--- src/rtl/hazard_forward_unit.sv ---
// hazard_forward_unit: scoreboard-based operand forwarding, load-use stall
// and multi-cycle redirect flush control between ID and EX.
//
// Ports:
//   clk, reset           rising-edge clock, synchronous active-high reset
//   id_valid             ID holds a valid instruction
//   id_rs1, id_rs2       ID source registers
//   id_use1, id_use2     ID instruction reads rs1 / rs2
//   id_rd, id_wen        ID destination register and its write enable
//   id_is_load           ID instruction is a load
//   ex_redirect          taken branch / jump resolved in EX this cycle
//   fwd1_sel, fwd2_sel   0 = register file, k = scoreboard stage k (1 = EX)
//   stall                hold PC/ID, bubble into EX
//   flush                squash ID, PC takes redirect target
//   issue                ID instruction enters EX this cycle
//   stall_cnt            saturating stall-cycle counter

module hazard_forward_unit #(
    parameter int DEPTH     = 3,
    parameter int LOAD_LAT  = 1,
    parameter int FLUSH_CYC = 2,
    parameter int SW        = $clog2(DEPTH + 1)
) (
    input  logic          clk,
    input  logic          reset,
    input  logic          id_valid,
    input  logic [4:0]    id_rs1,
    input  logic [4:0]    id_rs2,
    input  logic          id_use1,
    input  logic          id_use2,
    input  logic [4:0]    id_rd,
    input  logic          id_wen,
    input  logic          id_is_load,
    input  logic          ex_redirect,
    output logic [SW-1:0] fwd1_sel,
    output logic [SW-1:0] fwd2_sel,
    output logic          stall,
    output logic          flush,
    output logic          issue,
    output logic [15:0]   stall_cnt
);

    // Counter only ever holds FLUSH_CYC-1 at most.
    localparam int CW = (FLUSH_CYC > 1) ? $clog2(FLUSH_CYC) : 1;
    localparam logic [CW-1:0] CNT_LOAD = CW'(FLUSH_CYC - 1);

    typedef enum logic {
        S_RUN,
        S_FLUSH
    } state_t;

    state_t        state;
    logic [CW-1:0] cnt;
    logic [15:0]   stall_q;

    // Scoreboard, index 1 = EX stage.
    logic       sb_v   [1:DEPTH];
    logic [4:0] sb_rd  [1:DEPTH];
    logic       sb_wen [1:DEPTH];
    logic       sb_ld  [1:DEPTH];

    logic [SW-1:0] sel1_c;
    logic [SW-1:0] sel2_c;
    logic          haz1;
    logic          haz2;
    logic          m1;
    logic          m2;
    logic          fw;
    logic          flush_c;
    logic          stall_c;
    logic          issue_c;

    // Walk from oldest to youngest so the lowest-k match is the one left.
    always_comb begin
        sel1_c = '0;
        sel2_c = '0;
        haz1   = 1'b0;
        haz2   = 1'b0;
        m1     = 1'b0;
        m2     = 1'b0;
        fw     = 1'b0;
        for (int k = DEPTH; k >= 1; k--) begin
            m1 = id_use1 && sb_v[k] && sb_wen[k] &&
                 (sb_rd[k] == id_rs1) && (id_rs1 != 5'd0);
            m2 = id_use2 && sb_v[k] && sb_wen[k] &&
                 (sb_rd[k] == id_rs2) && (id_rs2 != 5'd0);
            fw = !sb_ld[k] || (k > LOAD_LAT);
            if (m1) begin
                sel1_c = fw ? SW'(k) : '0;
                haz1   = !fw;
            end
            if (m2) begin
                sel2_c = fw ? SW'(k) : '0;
                haz2   = !fw;
            end
        end
    end

    // Redirect outranks a load-use stall.
    assign flush_c = ex_redirect || (state == S_FLUSH);
    assign stall_c = id_valid && (haz1 || haz2) && !flush_c;
    assign issue_c = id_valid && !stall_c && !flush_c;

    assign fwd1_sel  = reset ? '0 : sel1_c;
    assign fwd2_sel  = reset ? '0 : sel2_c;
    assign stall     = !reset && stall_c;
    assign flush     = !reset && flush_c;
    assign issue     = !reset && issue_c;
    assign stall_cnt = reset ? 16'd0 : stall_q;

    always_ff @(posedge clk) begin
        if (reset) begin
            for (int k = 1; k <= DEPTH; k++) begin
                sb_v[k]   <= 1'b0;
                sb_rd[k]  <= 5'd0;
                sb_wen[k] <= 1'b0;
                sb_ld[k]  <= 1'b0;
            end
        end else begin
            for (int k = DEPTH; k >= 2; k--) begin
                sb_v[k]   <= sb_v[k-1];
                sb_rd[k]  <= sb_rd[k-1];
                sb_wen[k] <= sb_wen[k-1];
                sb_ld[k]  <= sb_ld[k-1];
            end
            sb_v[1]   <= issue_c;
            sb_rd[1]  <= id_rd;
            sb_wen[1] <= id_wen;
            sb_ld[1]  <= id_is_load;
        end
    end

    // cnt counts the FLUSH-state cycles still to come, this one included.
    always_ff @(posedge clk) begin
        if (reset) begin
            state <= S_RUN;
            cnt   <= '0;
        end else begin
            unique case (state)
                S_RUN: begin
                    if (ex_redirect && (FLUSH_CYC > 1)) begin
                        state <= S_FLUSH;
                        cnt   <= CNT_LOAD;
                    end
                end
                S_FLUSH: begin
                    if (ex_redirect) begin
                        cnt <= CNT_LOAD;
                    end else begin
                        cnt   <= cnt - CW'(1);
                        state <= (cnt == CW'(1)) ? S_RUN : S_FLUSH;
                    end
                end
                default: begin
                    state <= S_RUN;
                    cnt   <= '0;
                end
            endcase
        end
    end

    always_ff @(posedge clk) begin
        if (reset) begin
            stall_q <= 16'd0;
        end else if (stall_c && (stall_q != 16'hFFFF)) begin
            stall_q <= stall_q + 16'd1;
        end
    end

endmodule

--- config.mk ---
export PLATFORM = sky130hd
export DESIGN_NAME = hazard_forward_unit
export DESIGN_NICKNAME = d
export VERILOG_FILES = /design/src/rtl/hazard_forward_unit.sv
export SDC_FILE = /design/constraint.sdc
export NUM_CORES = 1
export LEC_CHECK = 0
export BUFFER_PORTS_ARGS = -buffer_cell sky130_fd_sc_hd__buf_4
export CAP_MARGIN = 5
export CELL_PAD_IN_SITES_DETAIL_PLACEMENT = 1
export CELL_PAD_IN_SITES_GLOBAL_PLACEMENT = 1
export CORE_UTILIZATION = 40
export CTS_BUF_LIST = sky130_fd_sc_hd__clkbuf_4
export DETAILED_ROUTE_END_ITERATION = 8
export HOLD_SLACK_MARGIN = 0.05
export PLACE_DENSITY_LB_ADDON = 0.1
export SYNTH_ARGS = -nofsm -noshare
export SYNTH_HDL_FRONTEND = slang
export SYNTH_SLANG_ARGS = --single-unit
--- constraint.sdc ---
create_clock -name clk -period 5.1 [get_ports clk]
set_input_delay 0.51 -clock clk [delete_from_list [all_inputs] [get_ports clk]]
set_output_delay 0.51 -clock clk [all_outputs]
set_load 0.01 [all_outputs]
==> impl_metrics.tcl <==
set metrics [dict create \
    worstSetupStartpointType "input port" \
    fin_area_um2 2590 \
    grt_setup_unrepaired "false" \
    row_count 26 \
    post-place-ws_ns 1.92 \
    synth.cell_area_um2 2160 \
    cts_hold_buffers 0 \
    fp.dieH_um 75.6 \
    antenna_found_initial 0 \
    worstPathRequired_ns 4.59 \
    clock-root-buffer "clkbuf_4" \
    grt-ovfl-total 0 \
    grt_max_degree 65 \
    vias 1802 \
    cp-end-kind "output port" \
    start_util_pct 41.8 \
    htree_levels 2 \
    hold_viol_final 0 \
    hpwlAfterDp_um 3920 \
    r2r-start "sb_rd[0][6]" \
    mappedNetlistNets 265 \
    yosys_warnings 0 \
    report.final.setup_viol 0 \
    clk_latency_ns 0.37 \
    path_clk_slew_ns 0.12 \
    fin_skew_ns 0.0235 \
    worst_pin_slew_ns 0.624 \
    routed_wl_um 5200 \
    cts_buffers 5 \
    ioPinCount 46 \
    crit_type "in2out" \
    place.gp.congestion 0.817 \
    placed_area_um2 2510 \
    final_max_slew_viol_count 0 \
    drt-initial-drc-count 69 \
    path_max_fanout 19 \
    fmax_ghz 0.314 \
    finalSetupTns_ns 0 \
    syn_inst 241 \
    worstReg2RegEnd "stall_q[15]" \
    die_area_um2 5710 \
    setup_ws_ns 1.91 \
    drc 0 \
    max_slew_margin_pct 58.4 \
    p_leak_nw 1.00 \
    peakVddDrop_v 0.000130 \
    power.density_nw_per_um2 234 \
    r2r_setup_slack_ns 2.90 \
    worstPathArrival_ns 2.68 \
    final_nets 304 \
    wl_per_cell_um 14.8 \
    dp.cells 343 \
    min_period_over_period_pct 62.5 \
    most-common-layout-cells "buf_4, dfxtp_1, nor2b_1" \
    startpoint "id_rs2[0]" \
    status "completed" \
    cp-endpoint "fwd2_sel[0]" \
    die_w_um 75.6 \
    core_um2 5170 \
    ctsResizeCount 0 \
    grt_usage_pct 19.9 \
    area_growth_pct 19.7 \
    ff2ff_path_depth 5 \
    clockBufferDepth 2 \
    place.port_buffers 45 \
    drv_cap 0 \
    grt_pass1_vias 1731 \
    synth.avg_cell_area_um2 8.98 \
    drive_gt1_share_pct 25.3 \
    final_common_cell "buf_4" \
    diodes 0 \
    ys_seq_area_share_pct 37.0 \
    post_synth_num_cell_types 29 \
    ys_ff_latch 40 \
    hp-class "in2reg" \
    filler_cell_count 613 \
    cts_tree "yes" \
    dr.pass1.iters 4 \
    cts.sinks 40 \
    layout_min_cycle_time_ns 3.19 \
    ant_nets 0 \
    grt_pass1_wl_um 8400 \
    final_cells 351 \
    postCtsSetupRepairBufs 0 \
    viasPerCell 5.13 \
]
## cell families after synthesis
kind of cell,Yosys count,synth area share (%)
flops,40,37.0
buf+inv,13,3.64
mux,16,8.32
compound gates,24,6.76
simple gates,116,31.2
xor+xnor,31,12.5
fa+ha+maj,1,0.578
## cells in the mapped netlist (all sizes together)
cell type	n	share of area, %
a211oi	4	1.4
xor2	3	1.2
and4bb	1	0.58
or4b	2	0.92
nand2	7	1.2
a21oi	15	3.5
nand4	13	3.8
o41ai	1	0.40
or2	1	0.29
dfxtp	40	37
o31ai	2	0.69
ha	1	0.58
nor2	20	3.5
nor4	1	0.29
o21ai	2	0.81
mux2	16	8.3
buf	5	2.3
or3	3	0.87
nor2b	39	11
nand3	13	3.0
clkbuf	8	1.4
nor3	2	0.46
or4	3	1.0
xnor2	28	11
and3b	3	1.2
and3	4	1.2
and4	4	1.6
## final cells by class
type	count	area [µm²]	area share (%)
sequential	40	801	30.9
tap	70	87.6	3.38
multi-input combinational	188	1280	49.6
clock buffer	5	37.5	1.45
clock inverter	3	42.5	1.64
timing repair buffer	45	338	13.0
## worst min path at each step
stage,slack (ns),start,endpoint,depth (start not counted)
6_report,0.35,id_rd[1],sb_rd[0][6],2
5_1_grt,0.32,id_rd[4],sb_rd[0][9],2
4_1_cts,0.34,id_rd[1],sb_rd[0][6],2
3_5_place_dp,0.48,sb_v[0][1],sb_v[0][2],1
3_3_place_gp,0.47,sb_wen[0][1],sb_wen[0][2],1
2_1_floorplan,0.46,sb_wen[0][1],sb_wen[0][2],1
## metrics by stage
| stage | utilization (%) | hold WS (ns) | total power [mW] |
|---|---|---|---|
| 2_1_floorplan | - | 0.459 | 0.371 |
| 3_3_place_gp | 48.5 | 0.471 | 0.398 |
| 3_5_place_dp | 48.5 | 0.478 | 0.400 |
| 4_1_cts | 50.1 | 0.338 | 0.613 |
| 5_1_grt | 50.1 | 0.316 | 0.638 |
| 6_report | 50.1 | 0.353 | 0.605 |
## report_power, final
part           leakage [nW]  switching [mW]  total, mW  internal (mW)
combinational         0.632          0.0293     0.0628         0.0335
sequential            0.326         0.00848      0.329          0.321
clock                0.0428           0.111      0.213          0.102
total                  1.00           0.149      0.605          0.457
## state kept, by name, summed over array words and instances (netlist names)
register,flops
sb_rd,15
cnt,1
sb_v,3
stall_q,16
state,1
sb_ld,1
sb_wen,3
## metal layers
layer / up-vias / GRT usage [%] / part of all wire [%]
met5: - / 0 / 0
met4: 0 / 5.56 / 1.0
met3: 6 / 6.35 / 3.8
met2: 31 / 29.1 / 43
met1: 847 / 28.1 / 52
li1: 918 / - / -
## critical path: stages
cell and delay [ns]:
buf_4 0.13, or4_1 0.54, o21ai_2 0.18, or3_1 0.54, or4b_1 0.50, o31ai_1 0.09, buf_4 0.17
Note: power is estimated with default switching activity, not from simulation.
